$ cat src/rtl/audio_frame_scheduler.sv
// Ping-pong frame buffer between a sample-rate synthesis chain and a byte-wide UART:
// one bank fills with quantised samples while the other drains as SYNC + BUF_LEN bytes.
module audio_frame_scheduler #(
   parameter int         BITS    = 16,
   parameter int         BUF_LEN = 32,
   parameter logic [7:0] SYNC    = 8'h80
) (
   input  logic            clk,
   input  logic            n_reset,
   input  logic            frame_tick,
   input  logic            sample_tick,
   input  logic [BITS-1:0] sample_in,
   output logic            dsp_ena,
   output logic [7:0]      tx_byte,
   output logic            tx_valid,
   input  logic            tx_ready,
   output logic            overrun,
   output logic [7:0]      overrun_cnt,
   output logic [7:0]      frame_count
);

   localparam int IDX_W = (BUF_LEN > 1) ? $clog2(BUF_LEN) : 1;
   localparam logic [IDX_W-1:0] LAST_IDX = IDX_W'(BUF_LEN - 1);

   typedef enum logic {F_IDLE, F_FILL} fill_state_t;
   typedef enum logic [1:0] {D_IDLE, D_HDR, D_DATA} drain_state_t;

   fill_state_t      fill_state, fill_next;
   drain_state_t     drain_state, drain_next;
   logic [IDX_W-1:0] fill_idx, drain_idx;
   logic             fill_ptr, drain_ptr;
   logic [1:0]       full;
   logic [7:0]       mem [2][BUF_LEN];

   logic       write_en, fill_start, fill_done, drain_done, drop;
   logic [7:0] q_byte, wr_byte;

   // Quantise to the top byte; a byte that would look like a header is nudged off SYNC.
   assign q_byte     = sample_in[BITS-1 -: 8];
   assign wr_byte    = (q_byte == SYNC) ? SYNC + 8'd1 : q_byte;
   assign write_en   = (fill_state == F_FILL) && sample_tick;
   assign fill_done  = write_en && (fill_idx == LAST_IDX);
   assign fill_start = (fill_state == F_IDLE) && frame_tick && !full[fill_ptr];
   assign drop       = frame_tick && ((fill_state == F_FILL) || full[fill_ptr]);
   assign drain_done = (drain_state == D_DATA) && tx_ready && (drain_idx == LAST_IDX);
   assign dsp_ena    = (fill_state == F_FILL);

   // NOTE: every always_comb output gets a default before the case so no path can infer a latch.
   always_comb begin
      fill_next = fill_state;
      case (fill_state)
         F_IDLE:  if (fill_start) fill_next = F_FILL;
         F_FILL:  if (fill_done)  fill_next = F_IDLE;
         default: fill_next = F_IDLE;
      endcase
   end

   always_comb begin
      drain_next = drain_state;
      tx_valid   = 1'b0;
      tx_byte    = 8'h00;
      case (drain_state)
         D_IDLE: if (full[drain_ptr]) drain_next = D_HDR;
         D_HDR: begin
            tx_valid = 1'b1;
            tx_byte  = SYNC;
            if (tx_ready) drain_next = D_DATA;
         end
         D_DATA: begin
            tx_valid = 1'b1;
            tx_byte  = mem[drain_ptr][drain_idx];
            if (drain_done) drain_next = D_IDLE;
         end
         default: drain_next = D_IDLE;
      endcase
   end

   // NOTE: sequential state uses non-blocking assignments so all registers update from pre-edge values.
   always_ff @(posedge clk or negedge n_reset) begin
      if (!n_reset) begin
         fill_state  <= F_IDLE;
         drain_state <= D_IDLE;
         fill_idx    <= '0;
         drain_idx   <= '0;
         fill_ptr    <= 1'b0;
         drain_ptr   <= 1'b0;
         full        <= 2'b00;
         overrun     <= 1'b0;
         overrun_cnt <= 8'd0;
         frame_count <= 8'd0;
      end else begin
         fill_state  <= fill_next;
         drain_state <= drain_next;
         overrun     <= drop;

         if (fill_start)    fill_idx <= '0;
         else if (write_en) fill_idx <= fill_idx + 1'b1;

         if ((drain_state == D_HDR) && tx_ready)       drain_idx <= '0;
         else if ((drain_state == D_DATA) && tx_ready) drain_idx <= drain_idx + 1'b1;

         // Fill and drain always target different banks, so set and clear never collide.
         if (fill_done) begin
            full[fill_ptr] <= 1'b1;
            fill_ptr       <= ~fill_ptr;
         end
         if (drain_done) begin
            full[drain_ptr] <= 1'b0;
            drain_ptr       <= ~drain_ptr;
            frame_count     <= frame_count + 8'd1;
         end

         if (drop && (overrun_cnt != 8'hFF)) overrun_cnt <= overrun_cnt + 8'd1;
      end
   end

   // NOTE: the sample store has no reset; its contents are only read after a complete fill.
   always_ff @(posedge clk) begin
      if (write_en) mem[fill_ptr][fill_idx] <= wr_byte;
   end

endmodule

$ cat config.mk
export PLATFORM = sky130hd
export DESIGN_NAME = audio_frame_scheduler
export DESIGN_NICKNAME = d
export VERILOG_FILES = /design/src/rtl/audio_frame_scheduler.sv
export SDC_FILE = /design/constraint.sdc
export NUM_CORES = 1
export LEC_CHECK = 0
export BUFFER_PORTS_ARGS = -buffer_cell sky130_fd_sc_hd__buf_4
export CORE_ASPECT_RATIO = 0.75
export CORE_MARGIN = 2
export CORE_UTILIZATION = 67
export CTS_CLUSTER_SIZE = 14
export DETAILED_ROUTE_END_ITERATION = 8
export PLACE_DENSITY = 0.92
export SYNTH_ARGS = -nofsm -noshare
export SYNTH_HDL_FRONTEND = slang
export SYNTH_SLANG_ARGS = --single-unit
export TNS_END_PERCENT = 20
$ cat constraint.sdc
create_clock -name clk -period 6.85 [get_ports clk]
set_input_delay 0.685 -clock clk [delete_from_list [all_inputs] [get_ports clk]]
set_output_delay 0.685 -clock clk [all_outputs]
set_load 0.02 [all_outputs]
# Word-level counts from Yosys, hierarchy flattened
# Memories as Yosys holds them, arrays and structs flattened.
# Index checks and enable logic that the tools add are counted.
# op_classes
add_sub_neg	4
mul	0
div	0
n_lt_le_gt_ge	7
eq_ne	9
shifts	0
n_mux	31
n_bitwise	8
reduce_logical	19
# ops
operator	n
two-way mux 256 bit	1
binary-select mux 8 bit (select 5 bit)	1
demux 8 bit (select 5 bit)	1
two-way mux 8 bit	4
two-way mux 5 bit	4
adder 8 x 1 -> 8 bit (second input constant)	2
one-hot mux 8 bit (2 select lines)	1
>= comparator 6 bit (second input constant)	2
logical AND 1 bit	12
NOT 5 -> 6 bit	2
adder 5 x 1 -> 5 bit (second input constant)	2
equality test 5 bit (second input constant)	2
two-way mux 1 bit	10
two-way mux 2 bit	5
equality test 8 bit (second input constant)	1
!= test 8 bit (second input constant)	1
less-than comparator 6 x 1 -> 1 bit (second input constant)	1
!= test 2 bit (second input constant)	3
one-hot mux 2 bit (3 select lines)	1
less-than comparator 1 x 2 -> 1 bit (second input constant)	2
nonzero test 2 bit	2
NOT 1 bit	3
AND reduction 3 bit	1
bitwise AND 2 bit	1
other kinds (11)	13
# totals
regBits	34
latchBits	0
ram_bits	512
romBits	0
in_bits	21
output_inout_bits	27
elab_cells	89
n_memories	1
# memory_table
name	words	word_bits	rd	rd_clocked_by_memory_dff	wr	line_no	text
mem	2	256	1	0	1	33	logic [7:0] mem [2][BUF_LEN];

# Longest topological paths before layout
# logic_depth
ltp_word	8
depth_mapped	9

# Worst setup path after synthesis
# No wires, ideal clock.
# synth_path
kind	register to output
start	register drain_idx[0]
end	output tx_byte[1]
arrival_time_ps	2021
t_required_ps	6165
setup_slack_ps	4144
stages_incl_launch_ff	8
n_path_buf	3
cell_sequence	dfrtp_1 > buf_2 > clkbuf_1 > buf_2 > mux4_2 > mux2_2 > o211ai_1 > nand3_1
# synth_between
elab_chain_cells	5
# synth_rtl
item	line_no	text
from (decl)	30	logic [IDX_W-1:0] fill_idx, drain_idx;
from (signal assigned)	100	else if ((drain_state == D_DATA) && tx_ready) drain_idx <= drain_idx + 1'b1;
NOT 5 -> 6 bit (implied by the code)	71	tx_byte = mem[drain_ptr][drain_idx];
binary-select mux 8 bit (select 5 bit)	71	
two-way mux 8 bit (implied by the code) (2 in series)	71	
one-hot mux 8 bit (2 select lines)	62	case (drain_state)
to (decl)	14	output logic [7:0] tx_byte,
# No other way between the ends. The select of a mux whose other input is x is not followed.

# Final worst setup path
# layout_path
start	register drain_ptr
end	output tx_byte[5]
# layout_between
elab_chain_cells	5
# layout_rtl
item	line_no	text
from (decl)	31	logic fill_ptr, drain_ptr;
from (signal assigned)	109	drain_ptr <= ~drain_ptr;
memory (2 x 256 bit)	n/a	
binary-select mux 8 bit (select 5 bit)	71	
two-way mux 8 bit (implied by the code) (2 in series)	71	
one-hot mux 8 bit (2 select lines)	62	
# No other way between the ends. The select of a mux whose other input is x is not followed.

==> metrics <==
gr ovfl total 0; max-cap violations 0; average cell area after synthesis 20.5 um^2; Total Wirelength 48100 um; Area after DPL 22200 um^2; Unique masters post-synth 47; Lkg Pwr 7.41 nW; CTS buffer count 49; share of layout cells above drive strength 1 22.8%; Hold WS 0.0448 ns; die height 159 um; GRT Resource Usage Total 29.6%; most numerous cell in the Yosys netlist edfxtp_1; worst setup margin 2.26 ns; fraction of synthesis flops using an asynchronous set or reset pin 6.23%; main area contributors after synthesis edfxtp_1 (71%), mux4_2 (14%), dfrtp_1 (3.9%), mux2i_1 (1.5%), nor2_1 (1.4%); worst-case reg-to-reg path depth 7; Initial Util 68.6%; Arrival @ worst endpoint 3.90 ns; Non-Filler Instances 1537; headroom to the max-slew limit 8.34%; TritonRoute pass-1 iters 9; H-tree Lvls 2; FF-to-FF End drain_state[1]$_DFFE_PN0P_; CTS tree yes; Resized Gates After CTS 0; top cell type by total area after synthesis edfxtp_1; Fin Setup TNS 0 ns; placed instance count 1448; drt wl/cell 31.3 um; DR vias 10888; Root Driver clkbuf_16; pre-CTS WS 2.90 ns; DR vias/cell 7.08; final setup vio count 0; Main synth FF type edfxtp_1; post-synthesis instance area 21600 um^2; Reg area 16200 um^2; power per cell area 328 nW/um^2; critical path startpoint drain_ptr$_DFFE_PN0P_; Final Max Tran Viols 0; port bufs 39; Worst-path clk slew 0.06 ns; outcome complete, no violations; Setup CP Type flop to output port; clock sink count 546; initial antenna violation count 0; CP endpoint kind output port; num rows 56; Max Buffers Root-to-Sink 3; Final ANT Viol Nets 0; Tot Pwr 7.75 mW; Post-synth EDFFs 512; Ant. Diodes 0; first-pass GRT wire length 71800 um; RSZ-0062 raised after global routing no; post-synth top area share 71.2%; Synth Instances 1054; fin crit period 4.59 ns; Die Wd 211 um; Seq/Total Area, Yosys 75.2%; slowest CP cell dfrtp_4; largest net degree at the start of global routing 66; fmax 218 MHz; Req. time, crit path 6.16 ns; Multi-input gate area 5030 um^2; Die ar. 33700 um^2; M1 WL 16900 um; Hold Path Class input pin to asynchronous set/reset pin; Max VDD drop 0.287 mV; crit-path most repeated cell mux4_2; number of setup buffers added after CTS 0; Worst setup SP type flop; # DRC 0; Synth top cells by count edfxtp_1 (512), mux4_2 (138), nor2_1 (79); syn nets 1089; vias in the first global route 11203; CP Cell Sequence buf_12 > mux4_2 > mux4_2 > o211ai_1 > o31ai_1 > buf_4; Area Growth Syn to Fin 9.42%; Ports 48; clock latency on the worst-skew pair 0.58 ns; top sig layer met4; fillers 1589; reg-to-reg slack, setup 3.65 ns; post-DP HPWL 27400 um; routability congestion estimate 0.833; met3 WL 5520 um; fin crit share 66.9%; Fin. Hold Viols 0; largest stage delay on the critical path 0.94 ns; metal2 WL 24100 um; Slew @ Worst Pin 1.37 ns; Reg2Reg Launch Point drain_idx[0]$_DFFE_PN0P_; Core Region 31500 um^2; CP Max Fanout 48; flops & latches, synth 546; post-layout util 75.1%; YS warnings 0; nets 1128; hold_buf cts 0; initial DRC count 1544; Post-Layout Inst Area 23600 um^2; clk_skew 0.0198 ns
-- layer usage --
| metal | vias up | global-route usage (%) |
|---|---|---|
| met5 | - | 0 |
| met3 | 141 | 6.17 |
| li1 | 4377 | - |
| met2 | 785 | 47.5 |
| met4 | 0 | 10.2 |
| met1 | 5585 | 41.5 |
-- flip-flops by register name, summed over array words and instances, names as in the netlist --
signal       count
drain_state      2
dsp_ena          1
drain_idx        5
full             2
fill_idx         5
overrun_cnt      8
drain_ptr        1
fill_ptr         1
mem            512
frame_count      8
overrun          1
-- layout by cell type (no fill, tap or decap), drive strengths merged, types with 6 or more instances in the layout --
master / instances
edfxtp: 512
dfrtp: 34
a221oi: 7
and3: 6
buf: 47
mux4: 138
xor2: 7
xnor2: 12
a22oi: 12
nand3: 14
nor2: 79
clkinv: 17
clkbuf: 71
mux2i: 33
o21ai: 12
nand2: 40
ha: 14
inv: 7
a21oi: 12
-- cell type report --
type                    instances  area share (%)
inverters                       6          0.0953
repair buffers                 47            1.60
flip-flops and latches        546            68.7
clock inverters                18           0.339
well taps                     406            2.15
multi-input cells             443            21.3
clock buffers                  71            5.80
-- power by group --
part	switching, mW	total (mW)	leakage, nW	internal (mW)
registers	0.191	3.95	5.05	3.76
clock network	1.15	2.54	0.709	1.39
logic	0.731	1.26	1.66	0.529
-- cells by family (layout without fill, tap and decap cells) --
group           Yosys count  count (layout)  share of synthesized area, %
buf+inv                  65             142                          1.56
flops                   546             546                          75.2
mux                     176             176                          16.2
simple gates            172             172                          3.56
fa+ha+maj                14              14                         0.811
xor+xnor                 19              19                         0.771
compound gates           62              62                          1.95
-- worst max path at each step --
stage | endpoint | slack (ns) | cells after the start
final | tx_byte[5] | 2.26 | 6
after global routing | tx_byte[5] | 2.09 | 6
after CTS | tx_byte[5] | 2.22 | 6
after detailed placement | tx_byte[5] | 2.90 | 6
after global placement | tx_byte[5] | 2.93 | 6
after floorplan | tx_byte[1] | 4.14 | 7
-- worst max-delay path, delay by kind of cell (launching register included) --
family / cells / cell delay (ns)
buf+inv: 2 / 0.61
flops: 1 / 0.94
mux: 2 / 1.15
compound gates: 2 / 0.55
Note: power is estimated with default switching activity, not from simulation.
